### config.mk
export PLATFORM = sky130hd
export DESIGN_NAME = instruction_fetch_stage
export DESIGN_NICKNAME = d
export VERILOG_FILES = /design/src/rtl/pipeline_pkg.sv /design/src/rtl/if_id_register.sv /design/src/rtl/instruction_fetch_stage.sv
export SDC_FILE = /design/constraint.sdc
export NUM_CORES = 1
export LEC_CHECK = 0
export CAP_MARGIN = 5
export CORE_UTILIZATION = 25
export CTS_BUF_LIST = sky130_fd_sc_hd__clkbuf_8
export DETAILED_ROUTE_END_ITERATION = 6
export GPL_TIMING_DRIVEN = 0
export MAX_ROUTING_LAYER = met4
export PLACE_DENSITY = 0.46
export SETUP_SLACK_MARGIN = 0.2
export SLEW_MARGIN = 10
export SYNTH_ARGS = -nofsm -noshare
export SYNTH_HDL_FRONTEND = slang
export SYNTH_SLANG_ARGS = --single-unit
### constraint.sdc
create_clock -name CLK -period 2.9 [get_ports CLK]
set_input_delay 0.58 -clock CLK [delete_from_list [all_inputs] [get_ports CLK]]
set_output_delay 0.58 -clock CLK [all_outputs]
set_load 0.03 [all_outputs]
### src/rtl/pipeline_pkg.sv
// Shared pipeline definitions: bubble instruction, default reset PC and the
// fetch-stage state encoding.
package pipeline_pkg;

  localparam logic [31:0] NOP_INSTRUCTION  = 32'h0000_0013;
  localparam logic [31:0] DEFAULT_RESET_PC = 32'h0000_0000;
  localparam logic [31:0] WORD_ALIGN_MASK  = 32'hFFFF_FFFC;

  typedef enum logic [1:0] {
    FETCH_RUN      = 2'd0,
    FETCH_HELD     = 2'd1,
    FETCH_REDIRECT = 2'd2
  } fetch_state_e;

  function automatic logic [31:0] word_align(input logic [31:0] addr);
    return addr & WORD_ALIGN_MASK;
  endfunction

endpackage

### src/rtl/if_id_register.sv
// IF/ID pipeline register: load a new instruction, flush to a bubble, or hold.
module if_id_register
  import pipeline_pkg::*;
#(
  parameter logic [31:0] NOP_INSTR = NOP_INSTRUCTION
) (
  input  logic        clk_i,
  input  logic        reset_i,
  input  logic        load_i,
  input  logic        flush_i,
  input  logic [31:0] instr_i,
  input  logic [31:0] pc_i,
  input  logic [31:0] pc_plus4_i,
  output logic [31:0] instr_o,
  output logic [31:0] pc_o,
  output logic [31:0] pc_plus4_o,
  output logic        valid_o
);

  logic [31:0] instr_q, instr_d;
  logic [31:0] pc_q, pc_d;
  logic [31:0] pc_plus4_q, pc_plus4_d;
  logic        valid_q, valid_d;

  // A flush keeps the PC fields so ID still sees the last fetched address.
  always_comb begin
    instr_d    = instr_q;
    pc_d       = pc_q;
    pc_plus4_d = pc_plus4_q;
    valid_d    = valid_q;
    if (load_i) begin
      instr_d    = instr_i;
      pc_d       = pc_i;
      pc_plus4_d = pc_plus4_i;
      valid_d    = 1'b1;
    end else if (flush_i) begin
      instr_d = NOP_INSTR;
      valid_d = 1'b0;
    end
  end

  always_ff @(posedge clk_i) begin
    if (reset_i) begin
      instr_q    <= NOP_INSTR;
      pc_q       <= 32'h0;
      pc_plus4_q <= 32'h0;
      valid_q    <= 1'b0;
    end else begin
      instr_q    <= instr_d;
      pc_q       <= pc_d;
      pc_plus4_q <= pc_plus4_d;
      valid_q    <= valid_d;
    end
  end

  assign instr_o    = instr_q;
  assign pc_o       = pc_q;
  assign pc_plus4_o = pc_plus4_q;
  assign valid_o    = valid_q;

endmodule

### src/rtl/instruction_fetch_stage.sv
// RV32IM IF stage: PC and fetch FSM, instruction-memory handshake and the
// IF/ID register, with hold buffering and branch redirect.
module instruction_fetch_stage
  import pipeline_pkg::*;
#(
  parameter logic [31:0] RESET_PC  = DEFAULT_RESET_PC,
  parameter logic [31:0] NOP_INSTR = NOP_INSTRUCTION
) (
  input  logic        CLK,
  input  logic        RESET,
  input  logic        HOLD,
  input  logic        BRANCH_TAKEN,
  input  logic [31:0] BRANCH_TARGET,
  output logic [31:0] IMEM_ADDR,
  output logic        IMEM_READ,
  input  logic [31:0] IMEM_READDATA,
  input  logic        IMEM_BUSYWAIT,
  output logic [31:0] INSTRUCTION,
  output logic [31:0] PC,
  output logic [31:0] PC_PLUS_4,
  output logic        VALID
);

  fetch_state_e state_q, state_d;
  logic [31:0]  pc_q, pc_d;
  logic [31:0]  req_addr_q, req_addr_d;
  logic [31:0]  buf_q, buf_d;
  logic         completion;
  logic         ifid_load;
  logic         ifid_flush;
  logic [31:0]  ifid_instr;

  assign IMEM_READ  = ~RESET & (state_q != FETCH_HELD);
  assign IMEM_ADDR  = req_addr_q;
  assign completion = IMEM_READ & ~IMEM_BUSYWAIT;

  // Redirect outranks hold, which outranks a completing fetch.
  always_comb begin
    state_d    = state_q;
    pc_d       = pc_q;
    buf_d      = buf_q;
    ifid_load  = 1'b0;
    ifid_flush = 1'b0;
    ifid_instr = IMEM_READDATA;
    if (BRANCH_TAKEN) begin
      ifid_flush = 1'b1;
      pc_d       = word_align(BRANCH_TARGET);
      state_d    = IMEM_BUSYWAIT ? FETCH_REDIRECT : FETCH_RUN;
    end else begin
      case (state_q)
        FETCH_RUN: begin
          if (HOLD) begin
            if (completion) begin
              buf_d   = IMEM_READDATA;
              state_d = FETCH_HELD;
            end
          end else if (completion) begin
            ifid_load = 1'b1;
            pc_d      = pc_q + 32'd4;
          end else begin
            ifid_flush = 1'b1;
          end
        end
        FETCH_HELD: begin
          if (!HOLD) begin
            ifid_load  = 1'b1;
            ifid_instr = buf_q;
            pc_d       = pc_q + 32'd4;
            state_d    = FETCH_RUN;
          end
        end
        FETCH_REDIRECT: begin
          if (completion) begin
            state_d = FETCH_RUN;
          end
        end
        default: state_d = FETCH_RUN;
      endcase
    end
    // The bus address may only move once the memory is no longer busy.
    req_addr_d = IMEM_BUSYWAIT ? req_addr_q : pc_d;
  end

  always_ff @(posedge CLK) begin
    if (RESET) begin
      state_q    <= FETCH_RUN;
      pc_q       <= RESET_PC;
      req_addr_q <= RESET_PC;
      buf_q      <= 32'h0;
    end else begin
      state_q    <= state_d;
      pc_q       <= pc_d;
      req_addr_q <= req_addr_d;
      buf_q      <= buf_d;
    end
  end

  if_id_register #(
    .NOP_INSTR(NOP_INSTR)
  ) u_if_id (
    .clk_i     (CLK),
    .reset_i   (RESET),
    .load_i    (ifid_load),
    .flush_i   (ifid_flush),
    .instr_i   (ifid_instr),
    .pc_i      (pc_q),
    .pc_plus4_i(pc_q + 32'd4),
    .instr_o   (INSTRUCTION),
    .pc_o      (PC),
    .pc_plus4_o(PC_PLUS_4),
    .valid_o   (VALID)
  );

endmodule
# After elaboration in Yosys (flattened, before gate mapping)
# Index checks and enable logic that the tools add are counted.
dict set report totals {
  reg_bits 195
  in_bits 69
  out_inout_bits 130
  elab_cells 53
}
dict set report op_classes {
  addsub 1
  eq_ne 7
  n_mux 28
  bitwise_logic 5
  reduce_logical 4
}
# cell n
set ops {}
lappend ops {{$mux W32} 9}
lappend ops {{$pmux W32 S2} 1}
lappend ops {{$add A32 B3 Y32 const B} 1}
lappend ops {{$mux W2} 6}
lappend ops {{$ne A3 B3 Y1 const B} 4}
lappend ops {{$mux W1} 10}
lappend ops {{$reduce_and A4 Y1} 2}
lappend ops {{$pmux W2 S3} 1}
lappend ops {{$not A1 Y1} 3}
lappend ops {{$and A1 B1 Y1} 2}
lappend ops {{$eq A2 B1 Y1 const B} 1}
lappend ops {{$eq A2 B2 Y1 const B} 1}
lappend ops {{$logic_not A2 Y1} 1}
lappend ops {{$ne A2 B1 Y1 const B} 1}
lappend ops {{$pmux W1 S2} 1}
lappend ops {{$reduce_bool A2 Y1} 1}

# Depth between registers and ports, before layout
# Gate-level depths: netlist (run 1).
dict set report depth {
  depth_word 9
  mapped_depth 9
  depth_no_buf 6
}

# Cells and area by module
# Synthesis (run 1) repeated with hierarchy kept, for this count alone.
dict set report unflattened {
  hier_cells 1003
  area_unflattened_um2 8948.6
}
# mod n_inst cells_each area_each_um2 seq_area_each_um2
set modules_own_cells {}
lappend modules_own_cells {instruction_fetch_stage 1 653 5233.8 1961.9}
lappend modules_own_cells {if_id_register 1 350 3714.8 1941.9}

# Worst setup path after synthesis (run 1)
# OpenSTA, ideal clock, no wires.
dict set report synth_timing {
  kind {input -> register}
  from {input port HOLD}
  to {register u_if_id.instr_q[21] (netlist: u_if_id.instr_o[21])}
  setup_ns 0.128
  arrival_ns 2.351
  required_ns 2.772
  path_slack_ns 0.421
  path_stages 9
  path_buffers 4
  path_cell_list {buf_2 > or3b_2 > clkbuf_1 > nor2_1 > buf_2 > buf_4 > mux2_2 > a22oi_1 > nor2_1}
}
dict set report synth_between {
  elab_chain_cells 4
  word_cells_on_any_way 12
  cone_classes {mux (11); reduce/logical (1)}
}
# element line
set synth_lines {}
lappend synth_lines {{start, declared} instruction_fetch_stage.sv:11} ;# input logic HOLD,
lappend synth_lines {{$mux W1, or another cell as far along} instruction_fetch_stage.sv:65} ;# if (!HOLD) begin
lappend synth_lines {{$pmux W1 S2, or another cell as far along} instruction_fetch_stage.sv:50} ;# case (state_q)
lappend synth_lines {{$mux W1 / $mux W32 (equally long branches)} instruction_fetch_stage.sv:45} ;# if (BRANCH_TAKEN) begin
lappend synth_lines {{$mux W32 / $reduce_bool A2 Y1 (equally long branches)} n/a}
lappend synth_lines {{end signal, assigned} if_id_register.sv:49} ;# instr_q <= instr_d;
lappend synth_lines {{end, declared} if_id_register.sv:20} ;# logic [31:0] instr_q, instr_d;
# Parallel ways exist; a longest one is shown, timed or not.
# A chain may end at the register's enable or synchronous reset.

# Worst setup path after layout (run 1)
dict set report layout_timing {
  from {input port RESET}
  to {output port IMEM_READ}
}
dict set report layout_between {
  elab_chain_cells 2
}
# element line
set layout_lines {}
lappend layout_lines {{start, declared} instruction_fetch_stage.sv:10} ;# input logic RESET,
lappend layout_lines {{$not A1 Y1} instruction_fetch_stage.sv:33} ;# assign IMEM_READ = ~RESET & (state_q != FETCH_HELD);
lappend layout_lines {{$and A1 B1 Y1} instruction_fetch_stage.sv:33}
lappend layout_lines {{end, declared} instruction_fetch_stage.sv:15} ;# output logic IMEM_READ,
# No other way between the ends.

==> results of run 1 <==
-- report_power, final --
| group | switching [uW] | internal [uW] | total, uW |
|---|---|---|---|
| clock | 1130 | 736 | 1860 |
| combinational | 505 | 329 | 835 |
| sequential | 70.5 | 2740 | 2810 |
| total | 1700 | 3810 | 5510 |
-- area by class of cell --
class	instances	share of cell area (%)
diodes	2	0.04410
plain buffers	92	3.704
clock buffers	18	2.183
clock inverters	14	1.301
inverters	9	0.2977
multi-input cells	707	35.96
flip-flops and latches	193	34.04
well taps	442	4.873
repair buffers	200	17.59
-- worst paths after layout --
path / startpoint / slack [ns] / to / cells past startpoint
setup / recovery: RESET / 0.27 / IMEM_READ / 4
setup reg to reg: pc_q[2] / 0.29 / IMEM_ADDR[26] / 7
hold / removal: buf_q[0] / 0.46 / buf_q[0] / 2
hold reg to reg: buf_q[0] / 0.46 / buf_q[0] / 2
-- state kept, by name, summed over array words and instances, names as in the netlist --
register	cells
state_q	2
IMEM_ADDR	32
u_if_id.pc_plus4_o	32
buf_q	32
pc_q	32
u_if_id.instr_o	32
u_if_id.pc_o	30
u_if_id.valid_o	1
-- per-stage QoR --
stage	std cells	hold WS [ns]	setup TNS (ns)	util [%]	worst slack, ns
after global routing	1677	0.4512	0	34.71	0.2027
after CTS	1671	0.4408	0	34.48	0.05882
after detailed placement	1637	0.4456	-43.02	33.17	-0.6405
final	1677	0.4592	0	34.71	0.2749
after floorplan	1002	0.4315	0	-	0.4213
after global placement	1637	0.4388	-44.32	33.17	-0.6393
-- what timing repair did --
item / CTS / global route
setup buffers: 3 / 4
gates resized for setup: 5 / 16
endpoints found under the setup margin: 59 / 50
pin swaps: 1 / 1
-- worst register-to-register path: stages (launching register included) --
cell,delay [ns]
dfxtp_1,0.44
ha_1,0.34
and3_1,0.25
nand4_1,0.17
clkbuf_1,0.48
nor4_1,0.12
nor3_1,0.54
o32ai_1,0.17
-- cells in the final DEF (no fill, tap or decap), drive strengths merged, types with 11 or more instances in the layout --
master	n
xnor2	26
a21oi	88
buf	35
clkdlybuf4s50	193
o22ai	11
a211oi	42
nor3	27
nand3	18
nor2	115
inv	14
nand4	15
dfxtp	193
mux2	29
o21ai	13
nand2	171
nor4	12
a22oi	30
clkbuf	82
-- per-layer routing --
layer,track usage (%),vias to the layer above
met5,-,-
met4,5.752,0
met3,5.663,32
met2,31.91,252
met1,24.27,3870
li1,-,3961
-- cell families after synthesis --
| logic type | Yosys count | synth area share [%] |
|---|---|---|
| AND/OR/NAND/NOR | 401 | 21.56 |
| AO/OA/AOI/OAI | 237 | 18.72 |
| flip-flops | 193 | 46.21 |
| buffers and inverters | 102 | 5.327 |
| XOR/XNOR | 36 | 3.771 |
| multiplexers | 32 | 4.265 |
| adder cells (fa/ha/maj) | 1 | 0.1496 |
==> flow_summary.json, run 1 <==
{
  "status": "finished, final reports clean",
  "timing.critical_path.buf_inv": 3,
  "ys_seq_area_share_pct": 46.21,
  "grt_pass1_vias": 7772,
  "slew_violations": 0,
  "clkSinkCount": 193,
  "vias": 8115,
  "cts-htree-levels": 4,
  "hold_path.class": "register to register",
  "tightest_slew_ns": 0.7885,
  "clk_path_buf_depth": 2,
  "synth_edf_count": 0,
  "hold_viol": 0,
  "synth.avg_cell_area_um2": 8.345,
  "drt_first_pass_iters": 5,
  "met1_length_um": 14510,
  "worstPathCellList": "buf_2 -> buf_2 -> a21oi_1 -> clkdlybuf4s50_1",
  "die_x_um": 184.9,
  "dieArea_um2": 34180,
  "io_pins": 199,
  "top_layer": "met4",
  "place_area_um2": 10850,
  "crit_slowest_cell": "clkdlybuf4s50_1",
  "nFillCells": 3542,
  "root_buffer": "clkbuf_8",
  "synth_area_leaders": "dfxtp_1 46%, nand2_1 7.7%, a21oi_1 5.3%",
  "std_cell_rows": 66,
  "multi_input_area_um2": 4081,
  "globalRoute.totalOverflow": 0,
  "drt-wirelength-per-cell_um": 19.76,
  "crit_path_max_fanout": 19,
  "gpl.final_weighted_congestion": 0.8938,
  "core_area_um2": 32700,
  "synth-async-reset-ratio_pct": 0,
  "crit_type": "input port to output port",
  "synth_top_area_cell": "dfxtp_1",
  "grt_max_degree": 20,
  "synth_top_area_share_pct": 46.21,
  "yosys_warnings": 0,
  "final_cell_area_um2": 11350,
  "die_y_um": 184.9,
  "syn_area_um2": 8362,
  "cts_made_buffers": 17,
  "met3_length_um": 2491,
  "fin_crit_sh_pct": 90.52,
  "drc_errors": 0,
  "finClkSkew_ns": 0.02207,
  "drive_gt1_share_pct": 9.165,
  "power_leakage_uw": 0.003727,
  "ys.flop_type": "dfxtp_1",
  "wl_met2_um": 15490,
  "postCtsHoldBufs": 0,
  "max_cap_violations": 0,
  "synthToLayoutAreaGrowth_pct": 35.73,
  "dpl.hpwl_um": 24830,
  "detail_route.iter0.violations": 501,
  "crit_family": "buffers and inverters",
  "setup_viol": 0,
  "ir_drop_v": 0.0002820,
  "synth_commonest_cells": "193 x dfxtp_1, 171 x nand2_1, 115 x nor2_1, 88 x a21oi_1, 65 x clkbuf_1",
  "initial_core_util_pct": 25.57,
  "viasPerCell": 4.839,
  "worstSetupStartpointType": "input port",
  "ys_seq_elements": 193,
  "wirelength_um": 33140,
  "max_freq_ghz": 0.3809,
  "power.total_uw": 5508,
  "grt_pass1_wl_um": 48740,
  "p_per_area_nw_per_um2": 485.3,
  "drtAntennaViolNets": 0,
  "rsz0062_at_grt": "no",
  "worstPathRequired_ns": 2.32,
  "synth_nets": 1072,
  "critPathArrivalTime_ns": 2.05,
  "cts_tree": "yes",
  "clkTransAtPathRegs_ns": 0.11,
  "regArea_um2": 3864,
  "yosysMostFrequentCell": "dfxtp_1",
  "grtUsageTotal_pct": 19.93,
  "io_buffers": 193,
  "cp_common_cell": "buf_2",
  "antenna_found_initial": 2,
  "critPathCaptureType": "output port",
  "clkLatencyLatePin_ns": 0.48,
  "min_period_ns": 2.625,
  "synth_cells": 1002,
  "slew_headroom_pct": 47.43,
  "cpPeakStageDelay_ns": 0.71,
  "final_nets": 1290,
  "ys_types": 59
}
Power figures use the tool's default switching activity.
==> run 2: changes to the inputs <==
Settings changed: CELL_PAD_IN_SITES_DETAIL_PLACEMENT set to 1, CELL_PAD_IN_SITES_GLOBAL_PLACEMENT set to 1, PLACE_DENSITY 0.46 to 0.58.
==> run 2 against run 1 <==
Critical path depth grew 2. Combinational power is essentially flat. Setup slack improved by 0.030 ns. Sequential share of layout area barely moved. Largest cell class unchanged. Clock skew increased by 0.0070 ns. Worst hold slack improved by 0.0017 ns. Clock power increased by 5%. First-iteration DRC count shrank 29%. Register-to-register slack better by 0.10 ns.
==> flow_summary.json, run 2 (synthesis gave the netlist of run 1 again) <==
{
  "status": "finished, final reports clean",
  "power_leakage_uw": 0.003741,
  "rsz0062_at_grt": "no",
  "multi_input_area_um2": 4089,
  "p_per_area_nw_per_um2": 494.4,
  "worst-path-stages": 6,
  "cts-htree-levels": 4,
  "clkLatencyLatePin_ns": 0.51,
  "grtUsageTotal_pct": 21.04,
  "wirelength_um": 34320,
  "hold_viol": 0,
  "timing.critical_path.buf_inv": 4,
  "core_area_um2": 32700,
  "die_y_um": 184.9,
  "max_cap_violations": 0,
  "crit_type": "input port to register",
  "pre_cts_slack_ns": -0.8368,
  "startpoint": "BRANCH_TAKEN",
  "critPathCaptureType": "register",
  "finClkSkew_ns": 0.02907,
  "io_buffers": 193,
  "ir_drop_v": 0.0002604,
  "clkSinkCount": 193,
  "critPathArrivalTime_ns": 3.02,
  "endpoint": "IMEM_ADDR[4]",
  "crit_path_max_fanout": 10,
  "final_nets": 1287,
  "layout_common_cells": "192 x dfxtp_1, 192 x clkdlybuf4s50_1, 171 x nand2_1",
  "root_buffer": "clkbuf_8",
  "dpl.hpwl_um": 25910,
  "grt_pass1_wl_um": 51800,
  "nFillCells": 3903,
  "tightest_slew_ns": 0.8136,
  "grt_max_degree": 20,
  "die_x_um": 184.9,
  "dieArea_um2": 34180,
  "min_from": "buf_q[0]",
  "initial_core_util_pct": 25.57,
  "timing.rr.start": "pc_q[20]",
  "min_period_ns": 2.595,
  "globalRoute.totalOverflow": 0,
  "drive_gt1_share_pct": 9.106,
  "std_cell_rows": 66,
  "postCtsHoldBufs": 0,
  "regArea_um2": 3865,
  "worstSetupStartpointType": "input port",
  "crit_family": "buffers and inverters",
  "whs_ns": 0.4610,
  "cts_made_buffers": 17,
  "io_pins": 199,
  "max_freq_ghz": 0.3853,
  "fin_ws_ns": 0.3045,
  "r2r_end": "IMEM_ADDR[26]",
  "cp_common_cell": "clkbuf_1",
  "cts_tree": "yes",
  "fin_crit_sh_pct": 89.50,
  "slew_violations": 0,
  "hold_path.class": "register to register",
  "crit_slowest_cell": "clkbuf_1",
  "drtAntennaViolNets": 0,
  "antenna_found_initial": 2,
  "viasPerCell": 4.912,
  "gpl.final_weighted_congestion": 0.8940,
  "setup_viol": 0,
  "rr_worst_depth": 6,
  "cpPeakStageDelay_ns": 0.63,
  "worstPathRequired_ns": 3.33,
  "drt-wirelength-per-cell_um": 20.50,
  "r2r_slack_ns": 0.39,
  "clk_path_buf_depth": 2,
  "grt_pass1_vias": 8414,
  "clkTransAtPathRegs_ns": 0.11,
  "detail_route.iter0.violations": 356,
  "synthToLayoutAreaGrowth_pct": 35.82,
  "slew_headroom_pct": 45.76,
  "vias": 8223,
  "drc_errors": 0,
  "drt_first_pass_iters": 4,
  "worstPathCellList": "clkdlybuf4s50_1 -> clkbuf_2 -> clkbuf_1 -> clkbuf_1 -> o21ai_0 -> a21oi_1"
}
-- run 2: changes by cell type in the layout (fill, tap and decap cells not counted), moves of 2 or more --
cell,before,now
clkinvlp_4,4,1
buf_4,9,7
clkinv_4,2,4
nor4_1,11,9
nor4_2,0,2
-- run 2: final cells by class --
type                            count  share of cell area [%]
Antenna cell                        2                 0.04407
Buffer                             92                   3.702
Clock buffer                       19                   2.303
Clock inverter                     13                   1.454
Inverter                            9                  0.2975
Multi-Input combinational cell    707                   36.00
Sequential cell                   193                   34.03
Tap cell                          442                   4.869
Timing Repair Buffer              197                   17.30
-- run 2: worst reg2reg max path, cell delays in order, from the launching register on --
cell and delay, ns:
dfxtp_1 0.32, clkbuf_1 0.40, and3_1 0.40, nand4_1 0.30, o31a_1 0.35, nor3_1 0.47
o32ai_1 0.16
-- run 2: worst min path at each step --
stage,end,depth (start not counted),slack [ns]
final,buf_q[0],2,0.46
after global routing,state_q[0],2,0.46
after CTS,state_q[0],2,0.43
after detailed placement,buf_q[0],2,0.44
after floorplan,buf_q[0],2,0.43
after global placement,buf_q[2],2,0.44
-- run 2: what timing repair did --
item	CTS	global route
resized for setup	3	22
buffers inserted	4	0
pin swaps	2	0
gates cloned	0	0
endpoints found under the setup margin	109	50
-- run 2: metal layers --
metal	track usage, %	vias up	part of all wire [%]
met5	-	-	0
met4	6.083	0	1.9
met3	5.427	35	6.5
met2	34.96	210	48
met1	24.94	4024	44
li1	-	3954	-
-- run 2: power breakdown --
group | internal, uW | leakage [uW] | switching [uW] | total [uW]
Clock | 847 | 0.000215 | 1120 | 1960
Combinational | 327 | 0.00195 | 510 | 837
Sequential | 2740 | 0.00157 | 72.1 | 2810
Total | 3920 | 0.00374 | 1700 | 5620
-- run 2: through the flow --
step | instances | power [uW] | TNS, ns | util [%] | instance area (um2)
detailed placement | 1637 | 3710 | -63.37 | 33.17 | 10850
floorplan | 1002 | 3305 | 0 | - | 8362
finish | 1674 | 5615 | 0 | 34.73 | 11360
CTS | 1672 | 5669 | 0 | 34.58 | 11310
global placement | 1637 | 3703 | -55.83 | 33.17 | 10850
global route | 1674 | 5842 | 0 | 34.73 | 11360
